### src/rtl/fifo_pkg.sv
// Shared helpers for the single-clock level FIFO: width derivation, pointer wrap,
// the push/pop operation encoding and the registered status-flag bundle.
package fifo_pkg;

    // Number of bits needed to index `value` distinct items (0 for value <= 1).
    function automatic int unsigned clog2(input int unsigned value);
        int unsigned v;
        int unsigned r;
        r = 0;
        v = (value > 0) ? value - 1 : 0;
        while (v > 0) begin
            r++;
            v = v >> 1;
        end
        return r;
    endfunction

    function automatic int unsigned addr_width(input int unsigned depth);
        return (clog2(depth) < 1) ? 1 : clog2(depth);
    endfunction

    // The count must represent 0..depth inclusive.
    function automatic int unsigned cnt_width(input int unsigned depth);
        return clog2(depth + 1);
    endfunction

    // Explicit wrap at depth-1 so that non-power-of-two depths use every slot.
    function automatic int unsigned ptr_next(input int unsigned ptr, input int unsigned depth);
        return (ptr == depth - 1) ? 0 : ptr + 1;
    endfunction

    typedef enum logic [1:0] {
        OP_IDLE = 2'b00,
        OP_POP  = 2'b01,
        OP_PUSH = 2'b10,
        OP_BOTH = 2'b11
    } fifo_op_e;

    typedef struct packed {
        logic full;
        logic empty;
        logic afull;
        logic aempty;
    } fifo_flags_t;

    // Flag values for an empty FIFO; thresholds guarantee afull=0 and aempty=1 at count 0.
    localparam fifo_flags_t FLAGS_RESET = '{full: 1'b0, empty: 1'b1, afull: 1'b0, aempty: 1'b1};

endpackage

### src/rtl/fifo_lvl_ram.sv
// DEPTH x DATA_WIDTH storage with one write port and one registered read port.
// A read and a write to the same slot on one edge return the old word.
module fifo_lvl_ram #(
    parameter int unsigned DATA_WIDTH = 8,
    parameter int unsigned DEPTH      = 8,
    parameter int unsigned ADDR_W     = 3
) (
    input  logic                  clk_i,
    input  logic                  rst_ni,
    input  logic                  we_i,
    input  logic [ADDR_W-1:0]     waddr_i,
    input  logic [DATA_WIDTH-1:0] wdata_i,
    input  logic                  re_i,
    input  logic [ADDR_W-1:0]     raddr_i,
    output logic [DATA_WIDTH-1:0] rdata_o
);

    logic [DATA_WIDTH-1:0] mem [DEPTH];
    logic [DATA_WIDTH-1:0] rdata_q;

    // NOTE: the array has no reset; clearing it would turn the RAM into a flop bank,
    // and the pointers already make stale contents unreachable.
    always_ff @(posedge clk_i) begin
        if (we_i) begin
            mem[waddr_i] <= wdata_i;
        end
    end

    // The read register holds its value between pops and is zero after reset.
    always_ff @(posedge clk_i or negedge rst_ni) begin
        if (!rst_ni) begin
            rdata_q <= '0;
        end else if (re_i) begin
            rdata_q <= mem[raddr_i];
        end
    end

    assign rdata_o = rdata_q;

endmodule

### src/rtl/sync_fifo_lvl.sv
// Single-clock FIFO of any depth >= 2 with exact fill level, programmable almost flags
// and a registered read port. Define SYNC_FIFO_LVL_ERR_EN for sticky overflow/underflow flags.
module sync_fifo_lvl
    import fifo_pkg::*;
#(
    parameter int unsigned DATA_WIDTH = 8,
    parameter int unsigned DEPTH      = 8,
    parameter int unsigned AFULL_TH   = 6,
    parameter int unsigned AEMPTY_TH  = 2,
    localparam int unsigned CNT_W     = cnt_width(DEPTH)
) (
    input  logic                  I_CLK,
    input  logic                  I_RST,
    input  logic                  I_WR_EN,
    input  logic [DATA_WIDTH-1:0] I_WR_DATA,
    input  logic                  I_RD_EN,
    output logic [DATA_WIDTH-1:0] O_RD_DATA,
    output logic                  O_RD_VALID,
    output logic                  O_FULL,
    output logic                  O_EMPTY,
    output logic                  O_AFULL,
    output logic                  O_AEMPTY,
    output logic [CNT_W-1:0]      O_COUNT
`ifdef SYNC_FIFO_LVL_ERR_EN
    ,
    input  logic                  I_CLR_ERR,
    output logic                  O_OVF,
    output logic                  O_UDF
`endif
);

    localparam int unsigned       ADDR_W     = addr_width(DEPTH);
    localparam logic [CNT_W-1:0]  DEPTH_CNT  = CNT_W'(DEPTH);
    localparam logic [CNT_W-1:0]  AFULL_CNT  = CNT_W'(AFULL_TH);
    localparam logic [CNT_W-1:0]  AEMPTY_CNT = CNT_W'(AEMPTY_TH);

    logic [ADDR_W-1:0] wr_ptr_q, wr_ptr_d;
    logic [ADDR_W-1:0] rd_ptr_q, rd_ptr_d;
    logic [CNT_W-1:0]  count_q, count_d;
    fifo_flags_t       flags_q, flags_d;
    logic              rd_valid_q;
    logic              push_ok, pop_ok;
    fifo_op_e          op;

    // A full FIFO still takes a word when the same cycle frees one; an empty one never bypasses.
    assign pop_ok  = I_RD_EN & ~flags_q.empty;
    assign push_ok = I_WR_EN & (~flags_q.full | pop_ok);
    assign op      = fifo_op_e'({push_ok, pop_ok});

    // NOTE: every always_comb output gets its default first so no path leaves it
    // unassigned, which would otherwise infer a latch.
    always_comb begin
        wr_ptr_d = wr_ptr_q;
        rd_ptr_d = rd_ptr_q;
        count_d  = count_q;

        if (push_ok) begin
            wr_ptr_d = ADDR_W'(ptr_next(32'(wr_ptr_q), DEPTH));
        end
        if (pop_ok) begin
            rd_ptr_d = ADDR_W'(ptr_next(32'(rd_ptr_q), DEPTH));
        end

        unique case (op)
            OP_PUSH: count_d = count_q + 1'b1;
            OP_POP:  count_d = count_q - 1'b1;
            default: count_d = count_q;
        endcase
    end

    // Flags come from the next count so they move on the same edge as O_COUNT.
    always_comb begin
        flags_d        = FLAGS_RESET;
        flags_d.full   = (count_d == DEPTH_CNT);
        flags_d.empty  = (count_d == '0);
        flags_d.afull  = (count_d >= AFULL_CNT);
        flags_d.aempty = (count_d <= AEMPTY_CNT);
    end

    // NOTE: sequential state uses non-blocking assignments so every register samples
    // pre-edge values regardless of statement order.
    always_ff @(posedge I_CLK or negedge I_RST) begin
        if (!I_RST) begin
            wr_ptr_q   <= '0;
            rd_ptr_q   <= '0;
            count_q    <= '0;
            flags_q    <= FLAGS_RESET;
            rd_valid_q <= 1'b0;
        end else begin
            wr_ptr_q   <= wr_ptr_d;
            rd_ptr_q   <= rd_ptr_d;
            count_q    <= count_d;
            flags_q    <= flags_d;
            rd_valid_q <= pop_ok;
        end
    end

    fifo_lvl_ram #(
        .DATA_WIDTH (DATA_WIDTH),
        .DEPTH      (DEPTH),
        .ADDR_W     (ADDR_W)
    ) u_ram (
        .clk_i   (I_CLK),
        .rst_ni  (I_RST),
        .we_i    (push_ok),
        .waddr_i (wr_ptr_q),
        .wdata_i (I_WR_DATA),
        .re_i    (pop_ok),
        .raddr_i (rd_ptr_q),
        .rdata_o (O_RD_DATA)
    );

    assign O_RD_VALID = rd_valid_q;
    assign O_FULL     = flags_q.full;
    assign O_EMPTY    = flags_q.empty;
    assign O_AFULL    = flags_q.afull;
    assign O_AEMPTY   = flags_q.aempty;
    assign O_COUNT    = count_q;

`ifdef SYNC_FIFO_LVL_ERR_EN
    logic ovf_q, udf_q;
    logic ovf_set, udf_set;

    assign ovf_set = I_WR_EN & ~push_ok;
    assign udf_set = I_RD_EN & flags_q.empty;

    // A new error in the clearing cycle must not be lost, so set has priority.
    always_ff @(posedge I_CLK or negedge I_RST) begin
        if (!I_RST) begin
            ovf_q <= 1'b0;
            udf_q <= 1'b0;
        end else begin
            if (ovf_set) begin
                ovf_q <= 1'b1;
            end else if (I_CLR_ERR) begin
                ovf_q <= 1'b0;
            end
            if (udf_set) begin
                udf_q <= 1'b1;
            end else if (I_CLR_ERR) begin
                udf_q <= 1'b0;
            end
        end
    end

    assign O_OVF = ovf_q;
    assign O_UDF = udf_q;
`endif

endmodule

### config.mk
export PLATFORM = sky130hd
export DESIGN_NAME = sync_fifo_lvl
export DESIGN_NICKNAME = d
export VERILOG_FILES = /design/src/rtl/fifo_pkg.sv /design/src/rtl/fifo_lvl_ram.sv /design/src/rtl/sync_fifo_lvl.sv
export SDC_FILE = /design/constraint.sdc
export NUM_CORES = 1
export LEC_CHECK = 0
export ABC_AREA = 0
export CORE_ASPECT_RATIO = 0.75
export CORE_MARGIN = 2
export CORE_UTILIZATION = 52
export CTS_CLUSTER_DIAMETER = 50
export DETAILED_ROUTE_END_ITERATION = 16
export PLACE_DENSITY = 0.85
export SLEW_MARGIN = 5
export SYNTH_ARGS = -nofsm -noshare
export SYNTH_HDL_FRONTEND = slang
export SYNTH_SLANG_ARGS = --single-unit
### constraint.sdc
create_clock -name I_CLK -period 2.6 [get_ports I_CLK]
set_clock_uncertainty 0.05 [all_clocks]
set_input_delay 0.26 -clock I_CLK [delete_from_list [all_inputs] [get_ports I_CLK]]
set_output_delay 0.26 -clock I_CLK [all_outputs]
set_load 0.1 [all_outputs]
Word level (Yosys, flattened, before mapping) --
Memories as Yosys holds them, arrays and structs flattened. A register that Yosys moved wholly into a read port is not among the register bits. Index checks and enable logic that the tools add are counted.
Storage, ports and cells: flip-flop bits (word level) 15, bits in writable memories 64, input port bits 12, output and inout bits 17, word-level logic and storage cells 32, memories 1
Cells by class: $add $sub $neg 4, order comparisons 2, eq/ne operators 5, muxes and demuxes 5, bitwise gates (word level) 5, reduce and logical (&&, ||, !) cells 2
Memories:
- u_ram.mem | words 8, width 8, read ports 1, clocked after memory_dff 1, wr ports 1, RTL line fifo_lvl_ram.sv:18 | logic [DATA_WIDTH-1:0] mem [DEPTH];
Operators by type and width (number):
- 4-bit one-hot mux with 2 select lines | 1
- 3-bit by 1-bit adder with 3-bit output (second input constant) | 2
- 3-bit == test (second input constant) | 2
- 3-bit 2-to-1 mux | 2
- 4-bit by 1-bit adder with 4-bit output (second input constant) | 1
- 4-bit == test (second input constant) | 1
- 4-bit by 3-bit greater-or-equal comparator with 1-bit output (second input constant) | 1
- 4-bit by 2-bit <= comparator with 1-bit output (second input constant) | 1
- 4-bit zero test | 1
- 4-bit by 1-bit subtractor with 4-bit output (second input constant) | 1
- 1-bit bitwise AND | 2
- 2-bit by 1-bit == test with 1-bit output (second input constant) | 1
- 2-bit == test (second input constant) | 1
- 1-bit 2-to-1 mux | 2
- 1-bit inverter | 2
- 1-bit zero test | 1
- 1-bit OR | 1

Depth between registers and ports, before layout --
Gate-level depths: netlist of the first run.
depth after elaboration 7, mapped depth 11, mapped depth without buffers 11

By module --
Synthesis of the first run repeated with hierarchy kept, for this count alone.
Second synthesis, totals: cell total of the unflattened synthesis 252, area, all modules 3761.1 um^2
By module, submodules not included:
- fifo_lvl_ram | times used 1, cells each 169, area an instance 2861.5 um^2, seq. area each 2122.0 um^2
- sync_fifo_lvl | times used 1, cells each 83, area an instance 899.6 um^2, seq. area each 377.9 um^2

Worst setup path after synthesis of the first run --
Ideal clock, no wire load.
kind register to register, start register flags_q (netlist bit O_EMPTY), end register flags_q (netlist bit O_EMPTY), library setup time 89 ps, arrival time 2911 ps, data required time 2461 ps, path slack -450 ps, cell stages (with the launch flop) 12, clock period less this slack 3050 ps, cell sequence dfstp_2 -> nand2b_1 -> inv_1 -> o21ai_2 -> ha_1 -> xor2_1 -> ha_1 -> a21oi_2 -> mux2i_1 -> xor2_1 -> inv_2 -> a211oi_1
RTL lines:
- start, declared | RTL line sync_fifo_lvl.sv:40 | fifo_flags_t flags_q, flags_d;
- start signal, assigned | RTL line sync_fifo_lvl.sv:93 | flags_q <= flags_d;

==> parameters.txt, run 1 <==
Parameter                              Value

Outcome
  Status    complete, no violations

STA
  Slew at the pin with the worst max-slew slack    0.899 ns
  Hold Vio Cnt, Final    0
  Final worst hold slack    0.213 ns
  Setup slack of the critical path after layout    0.181 ns
  Share of the clock period used by the worst path    0.930
  Final count of negative-setup-slack endpoints    0
  Maximum clock frequency    413 MHz
  Setup total negative slack    0 ns
  Normalized max-slew margin    0.399
  Final critical path time including I/O delays and setup    2.42 ns
  Number of pins with negative max-slew slack in the final report    0
  Setup repair after global routing missed its margin    no

Clock tree
  Clock latency reported for the late side of the worst-skew pair    0.34 ns
  CTS sink count    87
  Hold buffers post-CTS    0
  Total clock buffers created by CTS    9
  Root buffer cell    clkbuf_8
  CTS tree    yes
  Maximum count of clock buffers along a single path    2
  CTS-repair resized insts    0
  Total number of H-tree levels    3
  Clock-pin slew reported for the worst setup and hold paths after clock tree synthesis    0.08 ns

Floorplan
  Number of top-level pins    29
  Floorplan die width    101 µm
  Die H    76.5 µm
  Area enclosed by the die boundary    7700 µm²
  # rows    26
  Starting density of the core    0.536
  Core outline area    6800 µm²

Pwr
  Largest voltage drop on the vdd net    852 µV
  Total power density per cell area    1260 nW/µm²
  Cell leakage power    1.57 nW

Routing
  Vias    1,989
  Number of DRC markers after the initial detailed-route iteration    149
  Number of detailed-routing iterations run before antenna repair    4
  Detail-routed net length per standard cell    18.4 µm
  DRC violation count after routing    0
  Via count normalized by instance count    5.70
  Number of nets still failing antenna checks after routing    0
  Final wirelength    6410 µm

Job
  Maxcap violations    0

Global routing
  Overall track demand over capacity in global routing    0.181
  Number of global-route vias before repair    1,865
  Antenna violations before repair    0
  Global-route wire length before repair    10,100 µm
  Remaining global-route overflow    0
  Pin count of the biggest net entering global routing    24

Layout
  Final cell utilization of the core    0.625
  Area taken by flip-flops and latches    2500 µm²
  Final-layout fill cell count    484
  Area taken by multi-input logic gates    1090 µm²
  Commonest cells after routing, fill and taps aside    edfxtp_1 (64), buf_4 (29), dfrtp_1 (20)
  Leading cell type in the layout, fill and taps excluded    edfxtp_1
  Total inserted antenna cells    0
  Area delta synth->final    16.5%
  Proportion of layout cells with a drive suffix above 1    0.268
  Net count reported at finish    279

Place
  Gp weighted congestion    0.881
  Port bufs    28
  Setup slack after placement    0.00185 ns
  Post-DP HPWL    4260 µm

Yosys
  Post-synth net total    238
  EDFF count, synth    64
  Portion of synthesized cell area occupied by the leading cell type    0.527
  Synth async-reset ratio    0.264
  Fraction of the yosys area taken by sequential cells    0.686
  Number of warning messages in the yosys log    0
  Mean instance size in the synthesized netlist    16.6 µm²
  Cell type with the highest aggregate area in the netlist    edfxtp_1
  Cell area after technology mapping    3640 µm²
  Synthesis-stage register bit count    87
  Number of distinct library cell variants in the gate-level netlist after synthesis    44
  Post-synth top flop    edfxtp_1
  Most area-consuming cells after synthesis    edfxtp_1 (53%), dfrtp_1 (14%), mux4_2 (8.0%)
  Cell count after synthesis    219

Worst hold path
  Worst Hold Class    in2async

Setup path
  Beginning of the worst register-to-register path    O_EMPTY$_DFF_PN1_
  Worst reg2reg path endpoint    O_EMPTY$_DFF_PN1_
  Maximum fanout encountered on the critical timing path    7
  Worst path arrival time    2.63 ns
  Sort of element at the end of the critical path    flip-flop
  Last element of the critical path    O_EMPTY$_DFF_PN1_
  Count of cells along the worst register-to-register path    11
  Critical path startpoint category    flip-flop
  Crit path required time    2.81 ns
  Kind of critical path    reg2reg
  Flop2flop setup slack    0.18 ns
  Crit. Startpoint    O_EMPTY$_DFF_PN1_
worst max-delay path, stage by stage, from the launching register on:
cell and delay, ns:
dfstp_4 0.62, nand2b_4 0.14, inv_6 0.05, o21ai_4 0.17, ha_4 0.17, xor2_1 0.07, ha_2 0.19, a21oi_2 0.11
mux2i_1 0.22, xor2_1 0.29, inv_2 0.09, a211oi_2 0.17
synth_stat cells, types with 3 or more instances:
cell type and count:
a211oi_1 3, nor3_1 7, nor2b_1 3, mux4_2 13, o21ai_0 11, mux4_1 3, nor2_1 6, inv_1 6
ha_1 7, mux2i_1 9, dfrtp_1 21, edfxtp_1 64, nand2_1 17, nand2b_1 5, buf_2 4, o211ai_1 4
sequential cells by signal, summed over array words and instances (netlist names), 3 cells and up:
| name | cells |
|---|---|
| O_COUNT | 4 |
| rd_ptr_q | 3 |
| u_ram.mem | 64 |
| u_ram.rdata_o | 8 |
| wr_ptr_q | 3 |
where the power goes:
part	switching, mW	internal [mW]
Combinational	1.57	0.781
Sequential	0.289	1.82
Clock	0.441	0.442
worst min-delay path by stage:
stage / slack [ns] / to / cells past startpoint / startpoint
6_report: 0.21 / u_ram.rdata_o[4]$_DFFE_PN0P_ / 2 / I_RST
4_1_cts: 0.21 / u_ram.rdata_o[6]$_DFFE_PN0P_ / 2 / I_RST
5_1_grt: 0.23 / O_COUNT[3]$_DFF_PN0_ / 2 / I_RST
3_5_place_dp: 0.42 / u_ram.rdata_o[6]$_DFFE_PN0P_ / 2 / u_ram.rdata_o[6]$_DFFE_PN0P_
3_3_place_gp: 0.41 / u_ram.rdata_o[0]$_DFFE_PN0P_ / 2 / u_ram.rdata_o[0]$_DFFE_PN0P_
2_1_floorplan: -0.09 / O_AFULL$_DFF_PN0_ / 0 / I_RST
kinds of logic (layout without fill, tap and decap cells):
kind of cell / count (synthesis) / count (layout) / synth area share
xor gates and xnor gates: 3 / 3 / 0.00721
adders and majority gates: 7 / 7 / 0.0240
buffers and inverters: 17 / 63 / 0.0251
DFF: 87 / 87 / 0.686
muxes: 27 / 27 / 0.133
and+or+nand+nor: 48 / 48 / 0.0680
AOI/OAI and AO/OA: 30 / 30 / 0.0570
final cells by class:
| type | count | share of cell area |
|---|---|---|
| Sequential cell | 87 | 0.590 |
| Multi-Input combinational cell | 115 | 0.258 |
| Timing Repair Buffer | 40 | 0.0772 |
| Clock buffer | 12 | 0.0318 |
| Tap cell | 84 | 0.0247 |
| Clock inverter | 4 | 0.0115 |
| Inverter | 7 | 0.00737 |
through the flow:
step / cells / total power, mW / area, µm²
after floorplan: 219 / 3.95 / 3690
final: 349 / 5.34 / 4250
after detailed placement: 332 / 4.50 / 4060
after CTS: 348 / 5.38 / 4240
after global routing: 349 / 5.62 / 4250
after global placement: 332 / 4.45 / 4060
per-layer routing:
layer	track usage	routed length (µm)
met4	0.0301	48
met2	0.253	2950
met1	0.279	3030
met5	0	0
met3	0.0642	376
repair_timing:
| item | 4_1_cts | 5_1_grt |
|---|---|---|
| hold endpoints to repair | 0 | 0 |
| buffers inserted | 0 | 1 |
| setup endpoints to repair | 0 | 1 |
Note: power is estimated with default switching activity, not from simulation.
==> inputs of run 2 (changes only) <==
CORE_UTILIZATION = 62   (was 52)
PLACE_DENSITY = 0.94   (was 0.85)
clock period = 3 ns   (was 2.6 ns; I/O delays follow)
==> run 2 against run 1 <==
Total power is 11% lower. First-iteration DRC count fell by 15%. Die area down 15%. Global-route usage is 4.7 points higher. Worst setup slack gained 0.16 ns. Routed wire length rose by 0.64%. Largest power group unchanged. Highest routed layer unchanged.
==> parameters.txt, run 2 (synthesis results as in run 1) <==
Parameter                              Value

Routing
  Vias    2,029 (+2.0%)
  Number of nets still failing antenna checks after routing    0 (unchanged)
  Number of detailed-routing iterations run before antenna repair    6 (+2)
  Number of DRC markers after the initial detailed-route iteration    127 (-15%)
  Via count normalized by instance count    5.90 (+3.5%)
  Final wirelength    6450 µm (+0.64%)
  Detail-routed net length per standard cell    18.7 µm (+2.1%)
  DRC violation count after routing    0 (unchanged)

Outcome
  Status    complete, no violations

Floorplan
  Area enclosed by the die boundary    6510 µm² (-15%)
  # rows    24 (-7.7%)
  Starting density of the core    0.635 (+0.0994)
  Die H    70.4 µm (-8.0%)
  Core outline area    5740 µm² (-16%)
  Floorplan die width    92.5 µm (-8.1%)
  Number of top-level pins    29 (unchanged)

Setup path
  Crit path required time    3.22 ns (+0.41 ns)
  Kind of cell adding the most delay to the critical path    flip-flops
  Crit path max-delay cell type    dfstp_4
  Maximum fanout encountered on the critical timing path    7 (unchanged)
  Most frequent CP cell    xor2_1
  Worst path arrival time    2.88 ns (+0.25 ns)
  Critical Path, Cell by Cell    nand2b_1 > inv_1 > o21ai_2 > ha_2 > xor2_1 > ha_1 > a21oi_2 > mux2i_1 > xor2_1 > inv_2 > a211oi_1
  Critical path startpoint category    flip-flop
  Crit path buf inv count    2 (unchanged)
  Slowest Stage Delay on Critical Path    0.62 ns (about the same)
  Kind of critical path    reg2reg
  Sort of element at the end of the critical path    flip-flop

Pwr
  Cell leakage power    1.60 nW (+2.1%)
  Total power density per cell area    1110 nW/µm² (-11%)
  Sequential power share    0.400 (+0.005)
  Power share of the clock group    0.190 (+0.025)
  Switching power share of the total    0.425 (-0.00539)
  Largest voltage drop on the vdd net    679 µV (-20%)
  Switch Pwr    2.01 mW (-12%)
  Part of the total power dissipated in combinational logic    0.410 (-0.030)
  Final Power    4.74 mW (-11%)
  Cell-internal power    2.72 mW (-11%)

Place
  Port bufs    28 (unchanged)
  Gp weighted congestion    0.916 (+4.0%)
  Post-DP HPWL    4330 µm (+1.7%)
  Post-detailed-placement cell area    4020 µm² (-0.93%)

STA
  Hold Vio Cnt, Final    0 (unchanged)
  Normalized max-slew margin    0.367 (-0.0319)
  Maximum clock frequency    376 MHz (-9.2%)
  Final critical path time including I/O delays and setup    2.66 ns (+0.244 ns)
  Number of pins with negative max-slew slack in the final report    0 (unchanged)
  Final count of negative-setup-slack endpoints    0 (unchanged)
  Setup repair after global routing missed its margin    no
  Setup total negative slack    0 ns (unchanged)
  Share of the clock period used by the worst path    0.888 (-0.0427)
  Slew at the pin with the worst max-slew slack    0.947 ns (+0.0482 ns)

Clock tree
  CTS sink count    87 (unchanged)
  Total clock buffers created by CTS    9 (unchanged)
  CTS-repair resized insts    0 (unchanged)
  Root buffer cell    clkbuf_8
  Clock latency reported for the late side of the worst-skew pair    0.36 ns (+0.02 ns)
  Hold buffers post-CTS    0 (unchanged)
  CTS tree    yes
  Maximum count of clock buffers along a single path    2 (unchanged)
  Total number of H-tree levels    3 (unchanged)
  Clock-pin slew reported for the worst setup and hold paths after clock tree synthesis    0.09 ns (about the same)
  Post-CTS Setup Inserts    0 (unchanged)

Layout
  Total inserted antenna cells    0 (unchanged)
  Area delta synth->final    16.6% (about the same)
  Max reg flops    64 (unchanged)
  Leading cell type in the layout, fill and taps excluded    edfxtp_1
  Area taken by multi-input logic gates    1060 µm² (-3.4%)
  Proportion of layout cells with a drive suffix above 1    0.267 (-0.00101)
  Net count reported at finish    280 (+0.36%)
  Area taken by flip-flops and latches    2500 µm² (unchanged)
  Register with the highest flop count    u_ram.mem
  Final-layout fill cell count    323 (-33%)
  Commonest cells after routing, fill and taps aside    edfxtp_1 (64), buf_4 (30), dfrtp_1 (20)
  Final design area excluding fillers    4250 µm² (about the same)

Global routing
  Overall track demand over capacity in global routing    0.228 (+0.0474)
  Pin count of the biggest net entering global routing    22 (-8.3%)
  Number of global-route vias before repair    2,052 (+10%)
  Remaining global-route overflow    0 (unchanged)
  Global-route wire length before repair    10,600 µm (+4.7%)
  Antenna violations before repair    0 (unchanged)

Worst hold path
  Worst Hold Class    in2async

Job
  Maxcap violations    0 (unchanged)
[run 2: cell types whose count changed in the layout (fill, tap and decap cells not counted), sizes merged]
| cell | before | now |
|---|---|---|
| buf | 29 | 30 |
| clkbuf | 12 | 9 |
| inv | 7 | 8 |
| clkinvlp | 2 | 0 |
| clkinv | 1 | 4 |
| bufinv | 1 | 2 |
[run 2: path summary, 6_finish.rpt]
kind / to / slack, ns / cells after the start / startpoint
hold reg to reg: u_ram.rdata_o[4]$_DFFE_PN0P_ / 0.44 / 2 / u_ram.rdata_o[4]$_DFFE_PN0P_
setup / recovery: O_FULL$_DFF_PN0_ / 0.34 / 11 / O_EMPTY$_DFF_PN1_
max in group asynchronous: O_FULL$_DFF_PN0_ / 1.85 / 1 / I_RST
min in group I_CLK: u_ram.rdata_o[4]$_DFFE_PN0P_ / 0.44 / 2 / u_ram.rdata_o[4]$_DFFE_PN0P_
hold / removal: u_ram.rdata_o[3]$_DFFE_PN0P_ / 0.41 / 1 / I_RST
setup reg to reg: O_FULL$_DFF_PN0_ / 0.34 / 11 / O_EMPTY$_DFF_PN1_
[run 2: layout make-up]
| type | count | share of cell area |
|---|---|---|
| well taps | 78 | 0.0230 |
| clock inverters | 7 | 0.0250 |
| multi-input cells | 115 | 0.248 |
| repair buffers | 41 | 0.0789 |
| inverters | 7 | 0.00618 |
| flip-flops and latches | 87 | 0.589 |
| clock buffers | 9 | 0.0291 |
[run 2: power by group through the flow]
| stage | registers (mW) | clock network [mW] | logic (mW) |
|---|---|---|---|
| finish | 1.89 | 0.900 | 1.94 |
| global route | 1.94 | 0.952 | 2.07 |
| CTS | 1.89 | 0.915 | 1.95 |
| detailed placement | 1.92 | 0 | 1.93 |
| global placement | 1.90 | 0 | 1.89 |
| floorplan | 2.48 | 0 | 0.914 |
[run 2: layer usage]
metal,up-vias,part of all wire,track usage
li1,935,-,-
met1,1009,0.41,0.289
met2,71,0.51,0.378
met3,14,0.065,0.0701
met4,0,0.019,0.0813
met5,-,0,0
[run 2: per-stage QoR]
stage,util,worst slack (ns),instances,hold slack [ns]
finish,0.741,0.337,344,0.411
global route,0.741,0.0514,344,0.488
CTS,0.741,0.274,344,0.427
detailed placement,0.700,0.158,328,0.429
global placement,0.700,0.301,328,0.415
floorplan,-,0.0422,219,-0.0456
